$ cat config.mk
export PLATFORM = sky130hd
export DESIGN_NAME = spi_slave_stream
export DESIGN_NICKNAME = d
export VERILOG_FILES = /design/src/rtl/spi_slave_stream.sv
export SDC_FILE = /design/constraint.sdc
export NUM_CORES = 1
export LEC_CHECK = 0
export ABC_AREA = 1
export CAP_MARGIN = 25
export CORE_UTILIZATION = 50
export DETAILED_ROUTE_END_ITERATION = 8
export PLACE_DENSITY = 0.74
export SETUP_SLACK_MARGIN = 0.05
export SLEW_MARGIN = 20
export SYNTH_ARGS = -nofsm -noshare
export SYNTH_HDL_FRONTEND = slang
export SYNTH_SLANG_ARGS = --single-unit
$ cat constraint.sdc
create_clock -name clock -period 4.1 [get_ports clock]
set_input_delay 0.41 -clock clock [delete_from_list [all_inputs] [get_ports clock]]
set_output_delay 0.41 -clock clock [all_outputs]
set_load 0.005 [all_outputs]
$ cat src/rtl/spi_slave_stream.sv
// rtl/spi_slave_stream.sv - SPI slave with streaming tx/rx word handshakes
//
// Purpose: SPI slave with all four modes and either bit order. Received words
// are handed to a valid/ready consumer. Transmit words come from a valid/ready
// producer through a one-word holding register. A frame may carry any number
// of consecutive words.
//
// Optional feature: define SPI_SLAVE_STREAM_STATUS_EN to build the sticky
// tx_underrun / rx_overrun flags. Without it both outputs are tied to 0.
//
// Ports:
//   clock, reset           system clock (rising edge), async active-high reset
//   cpol, cpha, lsb_first  SPI mode and bit order, latched when a frame starts
//   tx_data/valid/ready    transmit word handshake (tx_ready = holding reg empty)
//   rx_data/valid/ready    received word handshake
//   frame_active           high while a frame is in progress
//   tx_underrun/rx_overrun sticky status, cleared when the next frame starts
//   sclk, ce, mosi         asynchronous SPI pins
//   miso, miso_oe          serial data out and its output enable
module spi_slave_stream #(
  parameter int                    DATA_WIDTH = 8,
  parameter bit                    CE_LEVEL   = 1'b0,
  parameter logic [DATA_WIDTH-1:0] TX_IDLE    = '1
) (
  input  logic                  clock,
  input  logic                  reset,
  input  logic                  cpol,
  input  logic                  cpha,
  input  logic                  lsb_first,
  input  logic [DATA_WIDTH-1:0] tx_data,
  input  logic                  tx_valid,
  output logic                  tx_ready,
  output logic [DATA_WIDTH-1:0] rx_data,
  output logic                  rx_valid,
  input  logic                  rx_ready,
  output logic                  frame_active,
  output logic                  tx_underrun,
  output logic                  rx_overrun,
  input  logic                  sclk,
  input  logic                  ce,
  input  logic                  mosi,
  output logic                  miso,
  output logic                  miso_oe
);

  localparam int              CW       = $clog2(DATA_WIDTH);
  localparam logic [CW-1:0]   LAST_BIT = CW'(DATA_WIDTH - 1);

  typedef enum logic {S_IDLE, S_ACTIVE} state_t;

  logic sclk_s1, sclk_s2, sclk_s3;
  logic ce_s1, ce_s2, ce_s3;
  logic mosi_s1, mosi_s2;
  logic [1:0] sync_fill;
  logic armed;

  state_t state, state_next;
  logic   frame_start;

  logic cpol_l, cpha_l, lsb_l;
  logic [CW-1:0]         bit_cnt;
  logic [DATA_WIDTH-1:0] rx_sr, rx_next;
  logic [DATA_WIDTH-1:0] tx_sr, hold_data;
  logic                  hold_full;

  // Two-flop synchronizers; the third stage only serves edge detection.
  always_ff @(posedge clock or posedge reset) begin
    if (reset) begin
      sclk_s1 <= 1'b0;
      sclk_s2 <= 1'b0;
      sclk_s3 <= 1'b0;
      ce_s1   <= ~CE_LEVEL;
      ce_s2   <= ~CE_LEVEL;
      ce_s3   <= ~CE_LEVEL;
      mosi_s1 <= 1'b0;
      mosi_s2 <= 1'b0;
    end else begin
      sclk_s1 <= sclk;
      sclk_s2 <= sclk_s1;
      sclk_s3 <= sclk_s2;
      ce_s1   <= ce;
      ce_s2   <= ce_s1;
      ce_s3   <= ce_s2;
      mosi_s1 <= mosi;
      mosi_s2 <= mosi_s1;
    end
  end

  logic ce_on, ce_on_d;
  assign ce_on   = (ce_s2 == CE_LEVEL);
  assign ce_on_d = (ce_s3 == CE_LEVEL);

  // The synchronizers reset to "CE inactive", so a CE already asserted at
  // reset release would look like an edge. Frames are only accepted once the
  // pipeline holds real pin samples and CE has been seen inactive.
  always_ff @(posedge clock or posedge reset) begin
    if (reset) begin
      sync_fill <= 2'b00;
      armed     <= 1'b0;
    end else begin
      sync_fill <= {sync_fill[0], 1'b1};
      if (sync_fill[1] && !ce_on)
        armed <= 1'b1;
    end
  end

  // FSM: state register
  always_ff @(posedge clock or posedge reset) begin
    if (reset) state <= S_IDLE;
    else       state <= state_next;
  end

  // FSM: next state
  always_comb begin
    state_next = state;
    case (state)
      S_IDLE:   if (armed && ce_on && !ce_on_d) state_next = S_ACTIVE;
      S_ACTIVE: if (!ce_on)                     state_next = S_IDLE;
      default:                                  state_next = S_IDLE;
    endcase
  end

  // FSM: outputs
  always_comb begin
    frame_active = (state == S_ACTIVE);
    frame_start  = (state == S_IDLE) && (state_next == S_ACTIVE);
  end

  assign miso_oe = frame_active;

  always_ff @(posedge clock or posedge reset) begin
    if (reset) begin
      cpol_l <= 1'b0;
      cpha_l <= 1'b0;
      lsb_l  <= 1'b0;
    end else if (frame_start) begin
      cpol_l <= cpol;
      cpha_l <= cpha;
      lsb_l  <= lsb_first;
    end
  end

  logic sclk_rise, sclk_fall, lead_edge, trail_edge, sample_edge, shift_edge;
  assign sclk_rise   = sclk_s2 & ~sclk_s3;
  assign sclk_fall   = ~sclk_s2 & sclk_s3;
  assign lead_edge   = cpol_l ? sclk_fall : sclk_rise;
  assign trail_edge  = cpol_l ? sclk_rise : sclk_fall;
  assign sample_edge = frame_active & (cpha_l ? trail_edge : lead_edge);
  assign shift_edge  = frame_active & (cpha_l ? lead_edge : trail_edge);

  // Receive path
  logic word_done, rx_accept, rx_store;
  assign rx_next   = lsb_l ? {mosi_s2, rx_sr[DATA_WIDTH-1:1]}
                           : {rx_sr[DATA_WIDTH-2:0], mosi_s2};
  assign word_done = sample_edge && (bit_cnt == LAST_BIT);
  assign rx_accept = rx_valid && rx_ready;
  // A pending word being accepted this cycle frees the slot for the new one.
  assign rx_store  = word_done && (!rx_valid || rx_ready);

  always_ff @(posedge clock or posedge reset) begin
    if (reset) begin
      bit_cnt <= '0;
      rx_sr   <= '0;
    end else if (!frame_active) begin
      bit_cnt <= '0;          // partial word from a dropped frame is discarded
    end else if (sample_edge) begin
      rx_sr   <= rx_next;
      bit_cnt <= word_done ? '0 : bit_cnt + CW'(1);
    end
  end

  always_ff @(posedge clock or posedge reset) begin
    if (reset) begin
      rx_data  <= '0;
      rx_valid <= 1'b0;
    end else if (rx_store) begin
      rx_data  <= rx_next;
      rx_valid <= 1'b1;
    end else if (rx_accept) begin
      rx_valid <= 1'b0;
    end
  end

  // Transmit path. With cpha=0 the first bit must be on miso before the first
  // edge, so the word is loaded at frame start; with cpha=1 it loads on the
  // first shift edge. Every shift edge at a word boundary loads the next word.
  logic tx_load, tx_shift, tx_accept;
  assign tx_load   = (frame_start && !cpha) || (shift_edge && bit_cnt == '0);
  assign tx_shift  = shift_edge && (bit_cnt != '0);
  assign tx_accept = tx_valid && !hold_full;
  assign tx_ready  = !hold_full;

  always_ff @(posedge clock or posedge reset) begin
    if (reset) begin
      tx_sr     <= '0;
      hold_data <= '0;
      hold_full <= 1'b0;
    end else begin
      if (tx_load)
        tx_sr <= hold_full ? hold_data : TX_IDLE;
      else if (tx_shift)
        tx_sr <= lsb_l ? (tx_sr >> 1) : (tx_sr << 1);

      if (tx_accept) begin
        hold_data <= tx_data;
        hold_full <= 1'b1;
      end else if (tx_load) begin
        hold_full <= 1'b0;
      end
    end
  end

  assign miso = frame_active ? (lsb_l ? tx_sr[0] : tx_sr[DATA_WIDTH-1]) : 1'b0;

`ifdef SPI_SLAVE_STREAM_STATUS_EN
  logic underrun_q, overrun_q;

  // Clear at frame start first so an event in that same cycle still sticks.
  always_ff @(posedge clock or posedge reset) begin
    if (reset) begin
      underrun_q <= 1'b0;
      overrun_q  <= 1'b0;
    end else begin
      if (frame_start) begin
        underrun_q <= 1'b0;
        overrun_q  <= 1'b0;
      end
      if (tx_load && !hold_full)
        underrun_q <= 1'b1;
      if (word_done && rx_valid && !rx_ready)
        overrun_q <= 1'b1;
    end
  end

  assign tx_underrun = underrun_q;
  assign rx_overrun  = overrun_q;
`else
  assign tx_underrun = 1'b0;
  assign rx_overrun  = 1'b0;
`endif

endmodule

# After elaboration in Yosys (flattened, before gate mapping)

Cells that the tools add are included.

Flip-flop bits (word level): 52
Input bits: 18

Add/sub/neg operators: 1
Equality and inequality tests: 2
Muxes and demuxes: 21
Bitwise gates (word level): 8
Reduce and logical (&&, ||, !) cells: 22

Operators with widths:

| cell                                           | count |
|---|---|
| two-way mux 8 bit                              | 5 |
| two-way mux 1 bit                              | 12 |
| logical AND 1 bit                              | 11 |
| two-way mux 3 bit                              | 3 |
| nonzero test 2 bit                             | 3 |
| AND 1 bit                                      | 4 |
| inverter 1 bit                                 | 4 |
| adder 3 x 1 -> 3 bit (second input constant)   | 1 |
| equality test 3 bit (second input constant)    | 1 |
| logical NOT 1 bit                              | 3 |
| logical NOT 3 bit                              | 1 |
| nonzero test 3 bit                             | 1 |
| logical OR 1 bit                               | 2 |
| != test 2 x 1 -> 1 bit (second input constant) | 1 |
| one-hot mux 1 bit (2 select lines)             | 1 |
| AND reduction 2 bit                            | 1 |

# Longest topological paths before layout

Depth after elaboration: 10
Depth in mapped cells: 9
Depth with buffers taken out: 8

# Least setup slack after synthesis

Ideal clock, no wire load.

Path type: reg2reg
Start point: register ce_s3
End point: register tx_sr[0]
Setup time: 0.118 ns
Arrival: 1.270 ns
Slack: 2.712 ns
Stages on the path, launching flop included: 9
Path buffers: 1
Clock period less this slack: 1.388 ns
Cell sequence: dfstp_2 > nand2_1 > nor3_4 > nand2_2 > buf_6 > nand3_1 > nand2_1 > nor2_1 > nor2_2

Cells in the longest elaborated chain, start to end: 7

Ends and longest elaborated chain:

| what                                                    | RTL line | source |
|---|---|---|
| start: declaration                                      | 52       | `logic ce_s1, ce_s2, ce_s3;` |
| start signal: assignment                                | 74       | `ce_s3 <= ~CE_LEVEL;` |
| start signal: assignment                                | 83       | `ce_s3 <= ce_s2;` |
| logical AND 1 bit (*)                                   | 117      | `S_IDLE: if (armed && ce_on && !ce_on_d) state_next = S_ACTIVE;` |
| two-way mux 1 bit (*)                                   | 117      |  |
| one-hot mux 1 bit (2 select lines) (*)                  | 116      | `case (state)` |
| logical AND 1 bit (*)                                   | 126      | `frame_start = (state == S_IDLE) && (state_next == S_ACTIVE);` |
| logical AND 1 bit (*)                                   | 188      | `assign tx_load = (frame_start && !cpha) \|\| (shift_edge && bit_cnt == '0);` |
| logical OR 1 bit (*)                                    | 188      |  |
| two-way mux 8 bit or nonzero test 2 bit (tied branches) | -        |  |
| end signal: assignment                                  | 200      | `tx_sr <= hold_full ? hold_data : TX_IDLE;` |
| end signal: assignment                                  | 202      | `tx_sr <= lsb_l ? (tx_sr >> 1) : (tx_sr << 1);` |
| end: declaration                                        | 63       | `logic [DATA_WIDTH-1:0] tx_sr, hold_data;` |

Mark *: on every way between the ends. The rest lies on a longest branch, timed or not.
A chain may end at the register's enable or synchronous reset.

# Final worst setup path

Start point: register lsb_l
End point: output port miso

Cells in the longest elaborated chain, start to end: 2

Ends and longest elaborated chain:

| what                            | RTL line | source |
|---|---|---|
| start: declaration              | 60       | `logic cpol_l, cpha_l, lsb_l;` |
| start signal: assignment        | 139      | `lsb_l <= lsb_first;` |
| two-way mux 1 bit (2 in series) | 213      | `assign miso = frame_active ? (lsb_l ? tx_sr[0] : tx_sr[DATA_WIDTH-1]) : 1'b0;` |
| end: declaration                | 42       | `output logic miso,` |

No other way between the ends.

==> results.py <==
metrics = {
    "logic_synthesis": {
        "synth.yosys.seq_area_share": 0.555,
        "syn_inst": 270,
        "synthMostInstantiatedCell": "nand2_1",
        "syn_avg_cell_area_sq_um": 8.71,
        "synthMuxAreaShare": 0,
        "synth_compound_area_frac": 0.0724,
        "ys_ff_latch": 52,
        "yosysWarnings": 0,
        "synthTopCellsByArea": "dfrtp_1 52%, nand2_1 12%, nand3_1 5.7%",
        "synth_xor_area_frac": 0,
        "yosys.area_share.simple": 0.272,
        "synth_largest_area_cell": "dfrtp_1",
        "synth-edff-count": 0,
        "ys.flop_type": "dfrtp_1",
        "yosys.area_share.adder": 0.0160,
        "synth_top_family_by_area": "simple AND/OR/NAND/NOR gates",
        "yosys-top-cells-count": "74 x nand2_1, 49 x dfrtp_1, 30 x inv_1",
        "yosysTopAreaCellShare": 0.522,
        "synthArstFlopShare": 1.00,
        "syn-cell-area_sq_um": 2350,
        "yosys.cell_types.count": 24,
    },
    "clock_tree": {
        "clock-sinks": 52,
        "clk_path_buf_depth": 2,
        "cts_root_buffer": "clkbuf_8",
        "htreeDepth": 2,
        "cts_made_buffers": 5,
        "cts-resized-gates": 0,
        "path_clk_slew_ns": 0.09,
        "postCtsHoldBufs": 0,
        "cts_tree": "done",
        "clk_latency_ns": 0.30,
        "cts_setup_buffers": 0,
    },
    "setup_path": {
        "cp_common_cell": "nor2_1",
        "worst-r2r-cell-count": 8,
        "cp.required_ns": 3.69,
        "crit_fanout": 23,
        "slowest_delay_ns": 0.74,
        "crit_type": "reg2out",
        "endpoint_kind": "output pin",
        "arrival_ns": 2.03,
        "worstPathCellList": "inv_1 > nor2_1 > nor2_1 > clkdlybuf4s50_1",
        "start_kind": "register",
        "cpMaxStageDelayCell": "dfrtp_1",
    },
    "sta": {
        "maxSlewHeadroom": 0.598,
        "worst_slack_ns": 1.66,
        "slew_violations": 0,
        "rsz0062_at_grt": "false",
        "tns_ns": 0,
        "hold_viol": 0,
        "fmax_mhz": 410,
        "min_period_over_period": 0.594,
        "worst_hold_slack_ns": 0.354,
        "finalSetupViolCount": 0,
        "worst_pin_slew_ns": 0.603,
        "min_period_ns": 2.44,
        "fin_skew_ns": 0.00595,
    },
    "placement": {
        "io_buffers": 30,
        "place_ws_ns": 2.01,
        "placed_area_sq_um": 2670,
        "post-dp-hpwl_mm": 2.92,
        "gp_congestion": 0.830,
    },
    "pwr": {
        "p_leak_nw": 1.32,
        "pwr-share-comb": 0.259,
        "pwr-share-seq": 0.525,
        "power.share.clock": 0.216,
        "p_int_uw": 925,
        "power.density_nw_per_um2": 505,
        "p_sw_uw": 469,
        "ir_drop_uv": 303,
        "switching_share": 0.336,
    },
    "min_path": {
        "hold_depth": 0,
        "min_path_type": "reg2reg",
    },
    "layout": {
        "drive_above_1_share": 0.0772,
        "antennaDiodeCount": 0,
        "fin_nets": 318,
        "syn_to_final_growth_pct": 17.4,
        "final_cell_area_sq_um": 2760,
    },
    "route": {
        "drtAntennaViolNets": 0,
        "drtIter0Drc": 83,
        "remaining_drc_errors": 6,
        "via_per_inst": 5.11,
        "route.vias.total": 1787,
        "dr.pass1.iters": 6,
        "finalWirelength_mm": 4.04,
        "wl_per_cell_um": 11.6,
    },
    "global_routing": {
        "grt_pass1_vias": 1654,
        "overflow": 0,
        "grt_pass1_wl_mm": 7.31,
        "antenna_found_initial": 0,
        "grt_usage": 0.186,
        "grt_max_degree": 31,
    },
    "status": {
        "status": "finished, violations left",
        "violations": "design-rule violations",
    },
    "floorplan": {
        "core_area_sq_um": 4440,
        "num_io_pins": 33,
        "start_util": 0.529,
        "dieWidth_um": 70.6,
        "rows": 24,
        "die_area_sq_um": 4980,
        "die_h_um": 70.6,
    },
    "run": {
        "maxCapViolCount": 0,
    },
}
cells by family (layout without fill, tap and decap cells):
group,after synthesis,in the layout
buffers and inverters,43,70
other,2,3
AND/OR/NAND/NOR,137,137
adder cells (fa/ha/maj),3,3
flip-flops,52,52
AO/OA/AOI/OAI,33,33
path summary, 6_finish.rpt:
path	start	endpoint	slack, ns
worst min-delay path	sclk_s1	sclk_s2	0.35
max in group asynchronous	reset	tx_sr[3]	3.15
min in group asynchronous	reset	bit_cnt[2]	0.43
worst max-delay path	lsb_l	miso	1.66
worst min register to register	sclk_s1	sclk_s2	0.35
worst max register to register	sclk_s3	rx_data[7]	2.34
power groups by stage:
stage,logic [mW],registers [mW],clock network (mW)
finish,0.361,0.732,0.301
global route,0.426,0.748,0.326
CTS,0.367,0.731,0.309
detailed placement,0.367,0.739,0
global placement,0.354,0.737,0
floorplan,0.301,0.702,0
layer usage:
metal | wire, um | track usage
met3 | 130 | 0.0342
met1 | 1920 | 0.257
met2 | 1920 | 0.292
met4 | 63 | 0.0800
met5 | 0 | 0
cell type report:
| type | count | area, sq um |
|---|---|---|
| fill | 394 | 1680 |
| multi-input combinational | 176 | 860 |
| inverter | 31 | 116 |
| tap | 52 | 65.1 |
| clock buffer | 7 | 86.3 |
| timing repair buffer | 31 | 320 |
| clock inverter | 1 | 7.51 |
| sequential | 52 | 1310 |
stage by stage:
step | instances | power, mW | utilization
after floorplan | 271 | 1.00 | -
after global placement | 341 | 1.09 | 0.595
after detailed placement | 342 | 1.11 | 0.600
after CTS | 350 | 1.41 | 0.621
after global routing | 350 | 1.50 | 0.621
final | 350 | 1.39 | 0.621
cells in the final DEF, fill, tap and decap left out:
master	n
clkbuf_1	1
buf_12	1
nand3_2	1
dfstp_2	3
nor3_4	1
nand2_8	1
nor2_2	1
nand2_2	5
nor2_1	12
ha_1	3
clkdlybuf4s50_1	30
nor2_4	1
conb_1	3
nand2_1	74
clkbuf_8	6
nand4_1	14
o21a_1	1
inv_1	29
dfrtp_1	49
a21oi_1	9
a21o_1	1
inv_2	2
nand3_1	27
clkinvlp_4	1
o21ai_0	22
worst max-delay path, delay by kind of cell, from the launching register on:
family / cells / cell delay, ns
DFF: 1 / 0.74
buffers and inverters: 2 / 0.76
and+or+nand+nor: 2 / 0.24
registers in the layout (all words and copies together) (netlist names), 2 cells and up:
| name | cells |
|---|---|
| bit_cnt | 3 |
| tx_sr | 8 |
| hold_data | 8 |
| sync_fill | 2 |
| rx_sr | 8 |
| rx_data | 8 |
Note: power is estimated with default switching activity, not from simulation.
==> RTL change 1: new RTL, same settings <==
Add a define of `SPI_SLAVE_STREAM_STATUS_EN`.
--- a/src/rtl/spi_slave_stream.sv
+++ b/src/rtl/spi_slave_stream.sv
@@ -17,6 +17,8 @@
 //   tx_underrun/rx_overrun sticky status, cleared when the next frame starts
 //   sclk, ce, mosi         asynchronous SPI pins
 //   miso, miso_oe          serial data out and its output enable
+`define SPI_SLAVE_STREAM_STATUS_EN
+
 module spi_slave_stream #(
   parameter int                    DATA_WIDTH = 8,
   parameter bit                    CE_LEVEL   = 1'b0,
Formal check against the unedited RTL: not equivalent (a bounded check fails within 10 cycles, from zero or initial values and one cycle with reset high).
==> RTL change 1 against the original RTL <==
  * Routed wire length increased by 9.8%
  * Power increased by 12%
  * Clock skew about the same
  * Sequential cell count increased by 2
  * Synthesized area increased by 6.3%
  * Setup slack improved by 22 ps
  * Clock power increased by 38%
  * Final area increased by 7.9%
  * Sequential share of layout area decreased by 1.8 points
  * Synthesized cell count increased by 4.4%
  * Largest cell class unchanged
  * Largest power group unchanged
==> RTL change 1: results <==
group,metric,value,unit
placed_design,place_inst,371,
global_routing,track_usage,0.199,
final_layout,num-nonclk-inverters,34,
global_routing,grt_use_met2,0.341,
worst_setup_path,arrival,2010,ps
detailed_routing,met2_length,2130,um
synth,synthAdderAreaFrac,0.0150,
clock_tree,post_cts_buffers,0,
min_path,holdPathEnd,"sync_fill[1]",
sta,skew,6.21,ps
final_layout,layout-drive-gt1-share,0.0994,
sta,timing.slew.headroom,0.618,
final_layout,clk_share,0.0462,
placed_design,hpwlAfterDp,3220,um
synth,synth-compound-area-share,0.0741,
run_status,status,"finished, final reports clean",
global_routing,grt_pass1_vias,1875,
global_routing,grtUsageMet3,0.0470,
worst_setup_path,worstReg2RegStart,"lsb_l",
detailed_routing,vias_per_cell,4.97,
synth,ys_types,29,
synth,synth_area_leaders,"dfrtp_1 (51%), nand2_1 (13%), inv_1 (4.7%), nand3_1 (4.6%), nand4_1 (3.5%)",
detailed_routing,dr.first_iter.drc_count,109,
detailed_routing,wl_per_cell,11.7,um
worst_setup_path,cpPeakStageDelay,720,ps
final_layout,final-seq-area,1360,um2
detailed_routing,wl_met3,178,um
final_layout,multi_input_gates,183,
global_routing,grt_pass1_wl,7960,um
detailed_routing,wl_met1,2070,um
worst_setup_path,r2r_slack,2390,ps
synth,syn_avg_cell_area,8.86,um2
global_routing,use_met1,0.240,
final_layout,fin_nets,332,
clock_tree,cts_sinks,54,
power_and_ir_drop,ir_drop,0.000223,V
final_layout,signal_buffers,33,
final_layout,n_fill_cell,435,
synth,yosysSeqAreaShare,0.542,
detailed_routing,dr.pass1.iters,4,
worst_setup_path,ff2ff_path_depth,4,
min_path,worstHoldStart,"sync_fill[0]",
detailed_routing,drc,0,
placed_design,io_buffers,32,
RTL change 1: changes by cell type after synthesis, sizes merged, moves of 2 or more:
cell / change
a21oi: +2
buf: +2
clkbuf: -3
dfrtp: +2
inv: +2
nand2: +7
nand4: +2
o21ai: -2
RTL change 1: where the power goes:
group          internal, mW  switching (mW)
Clock                 0.244           0.172
Sequential            0.663          0.0952
Combinational         0.158           0.234
Total                  1.07           0.501
RTL change 1: logic make-up after synthesis:
kind of cell | Yosys count
buffers and inverters | 45
adder cells (fa/ha/maj) | 3
AO/OA/AOI/OAI | 33
flip-flops | 54
AND/OR/NAND/NOR | 146
other | 1
RTL change 1: metrics by stage:
stage	hold WS [ps]	worst slack [ps]	area, um2	total power [mW]	util
floorplan	331	2380	2500	1.06	-
global placement	333	2080	2820	1.14	0.593
detailed placement	337	2030	2840	1.16	0.597
CTS	358	1680	2980	1.58	0.626
global route	368	1510	2980	1.68	0.626
finish	355	1680	2980	1.57	0.626
==> RTL change 2: new RTL, same settings <==
Without the edit above. The parameter `DATA_WIDTH` goes from 8 to 16.
--- a/src/rtl/spi_slave_stream.sv
+++ b/src/rtl/spi_slave_stream.sv
@@ -18,7 +18,7 @@
 //   sclk, ce, mosi         asynchronous SPI pins
 //   miso, miso_oe          serial data out and its output enable
 module spi_slave_stream #(
-  parameter int                    DATA_WIDTH = 8,
+  parameter int                    DATA_WIDTH = 16,
   parameter bit                    CE_LEVEL   = 1'b0,
   parameter logic [DATA_WIDTH-1:0] TX_IDLE    = '1
 ) (
Interface: changed (resized rx_data and tx_data); port bits go from 33 to 49. The function was not compared with the original's and may differ.
==> RTL change 2 against the original RTL <==
  * Sequential cell count increased by 33
  * Non-clock buffer count increased by 17
  * Power rose by 72%
  * Setup slack improved by 70 ps
  * Cell count grew 73%
  * Synthesized area is 66% higher
  * Final area grew 66%
  * Routed wire length is 79% higher
  * Largest power group unchanged
==> RTL change 2: results <==
group,metric,value,unit
run_status,status,"finished, final reports clean",
clock_tree,clk_latency,340,ps
global_routing,grtUsageMet3,0.0522,
global_routing,grt_pass1_wl,13000,um
placed_design,dp_slack,1740,ps
placed_design,placed_cell_area,4360,um2
final_layout,fin_nets,530,
placed_design,hpwlAfterDp,4790,um
clock_tree,htree_levels,3,
sta,skew,9.35,ps
detailed_routing,dr.first_iter.drc_count,167,
detailed_routing,vias_per_cell,5.12,
placed_design,gp_congestion,0.774,
final_layout,n_fill_cell,659,
synth,synthTopCellsByCount,"nand2_1 (143), dfrtp_1 (82), inv_1 (45), nand3_1 (45), o21ai_0 (38)",
sta,timing.slew.headroom,0.389,
detailed_routing,dr.pass1.iters,4,
placed_design,place_inst,590,
detailed_routing,vias,3101,
global_routing,use_met1,0.246,
worst_setup_path,arrival,2600,ps
synth,ys_types,27,
power_and_ir_drop,leakage,2.16,nW
global_routing,grt_max_degree,52,
global_routing,grt_pass1_vias,2997,
global_routing,track_usage,0.195,
-- RTL change 2: cell types whose count changed after synthesis, moves of 9 or more --
| cell | change |
|---|---|
| nand3_1 | +18 |
| o21ai_0 | +16 |
| dfrtp_1 | +33 |
| nand2_1 | +69 |
| nand4_1 | +16 |
| inv_1 | +15 |
| nor2_1 | +9 |
-- RTL change 2: final timing paths --
| kind | endpoint | from | slack (ps) |
|---|---|---|---|
| worst min-delay path | mosi_s2 | mosi_s1 | 350 |
| worst min register to register | mosi_s2 | mosi_s1 | 350 |
| worst max-delay path | rx_data[2] | sclk_s2 | 1730 |
| worst max register to register | rx_data[2] | sclk_s2 | 1730 |
| max in group asynchronous | rx_sr[5] | reset | 2630 |
| min in group asynchronous | bit_cnt[0] | reset | 530 |
-- RTL change 2: critical path: stages (launching register included) --
cell	delay [ps]
dfrtp_1	420
inv_1	90
nand3_1	90
nand3_1	120
nand2_1	120
nor2_4	710
nand3_2	460
nand2_1	180
nand2_1	60
-- RTL change 2: logic make-up (layout without fill, tap and decap cells) --
logic type / count (synthesis) / count (layout) / share of synthesized area
AOI/OAI and AO/OA: 59 / 59 / 0.0774
adders and majority gates: 2 / 2 / 0.00639
DFF: 85 / 85 / 0.545
and+or+nand+nor: 246 / 246 / 0.283
xor gates and xnor gates: 1 / 1 / 0.00224
other: 2 / 3 / 0.00192
buffers and inverters: 74 / 111 / 0.0847
-- RTL change 2: power groups by stage --
stage                     Clock, mW  Sequential, mW  Combinational, mW
after floorplan                   0            1.14              0.497
after global placement            0            1.18              0.573
after detailed placement          0            1.19              0.590
after CTS                     0.643            1.18              0.596
after global routing          0.668            1.21              0.693
final                         0.623            1.18              0.592
-- RTL change 2: layout make-up --
cell class	instances	area, um2	share of cell area
Sequential cell	85	2130	0.466
Multi-Input combinational cell	311	1450	0.318
Timing Repair Buffer	48	475	0.104
Inverter	47	178	0.0389
Clock buffer	12	135	0.0296
Tap cell	99	124	0.0271
Clock inverter	4	73.8	0.0162
-- RTL change 2: layer usage --
layer / part of all wire / vias up
li1: - / 1586
met1: 0.47 / 1429
met5: 0 / -
met4: 0.0097 / 0
met2: 0.48 / 78
met3: 0.044 / 8
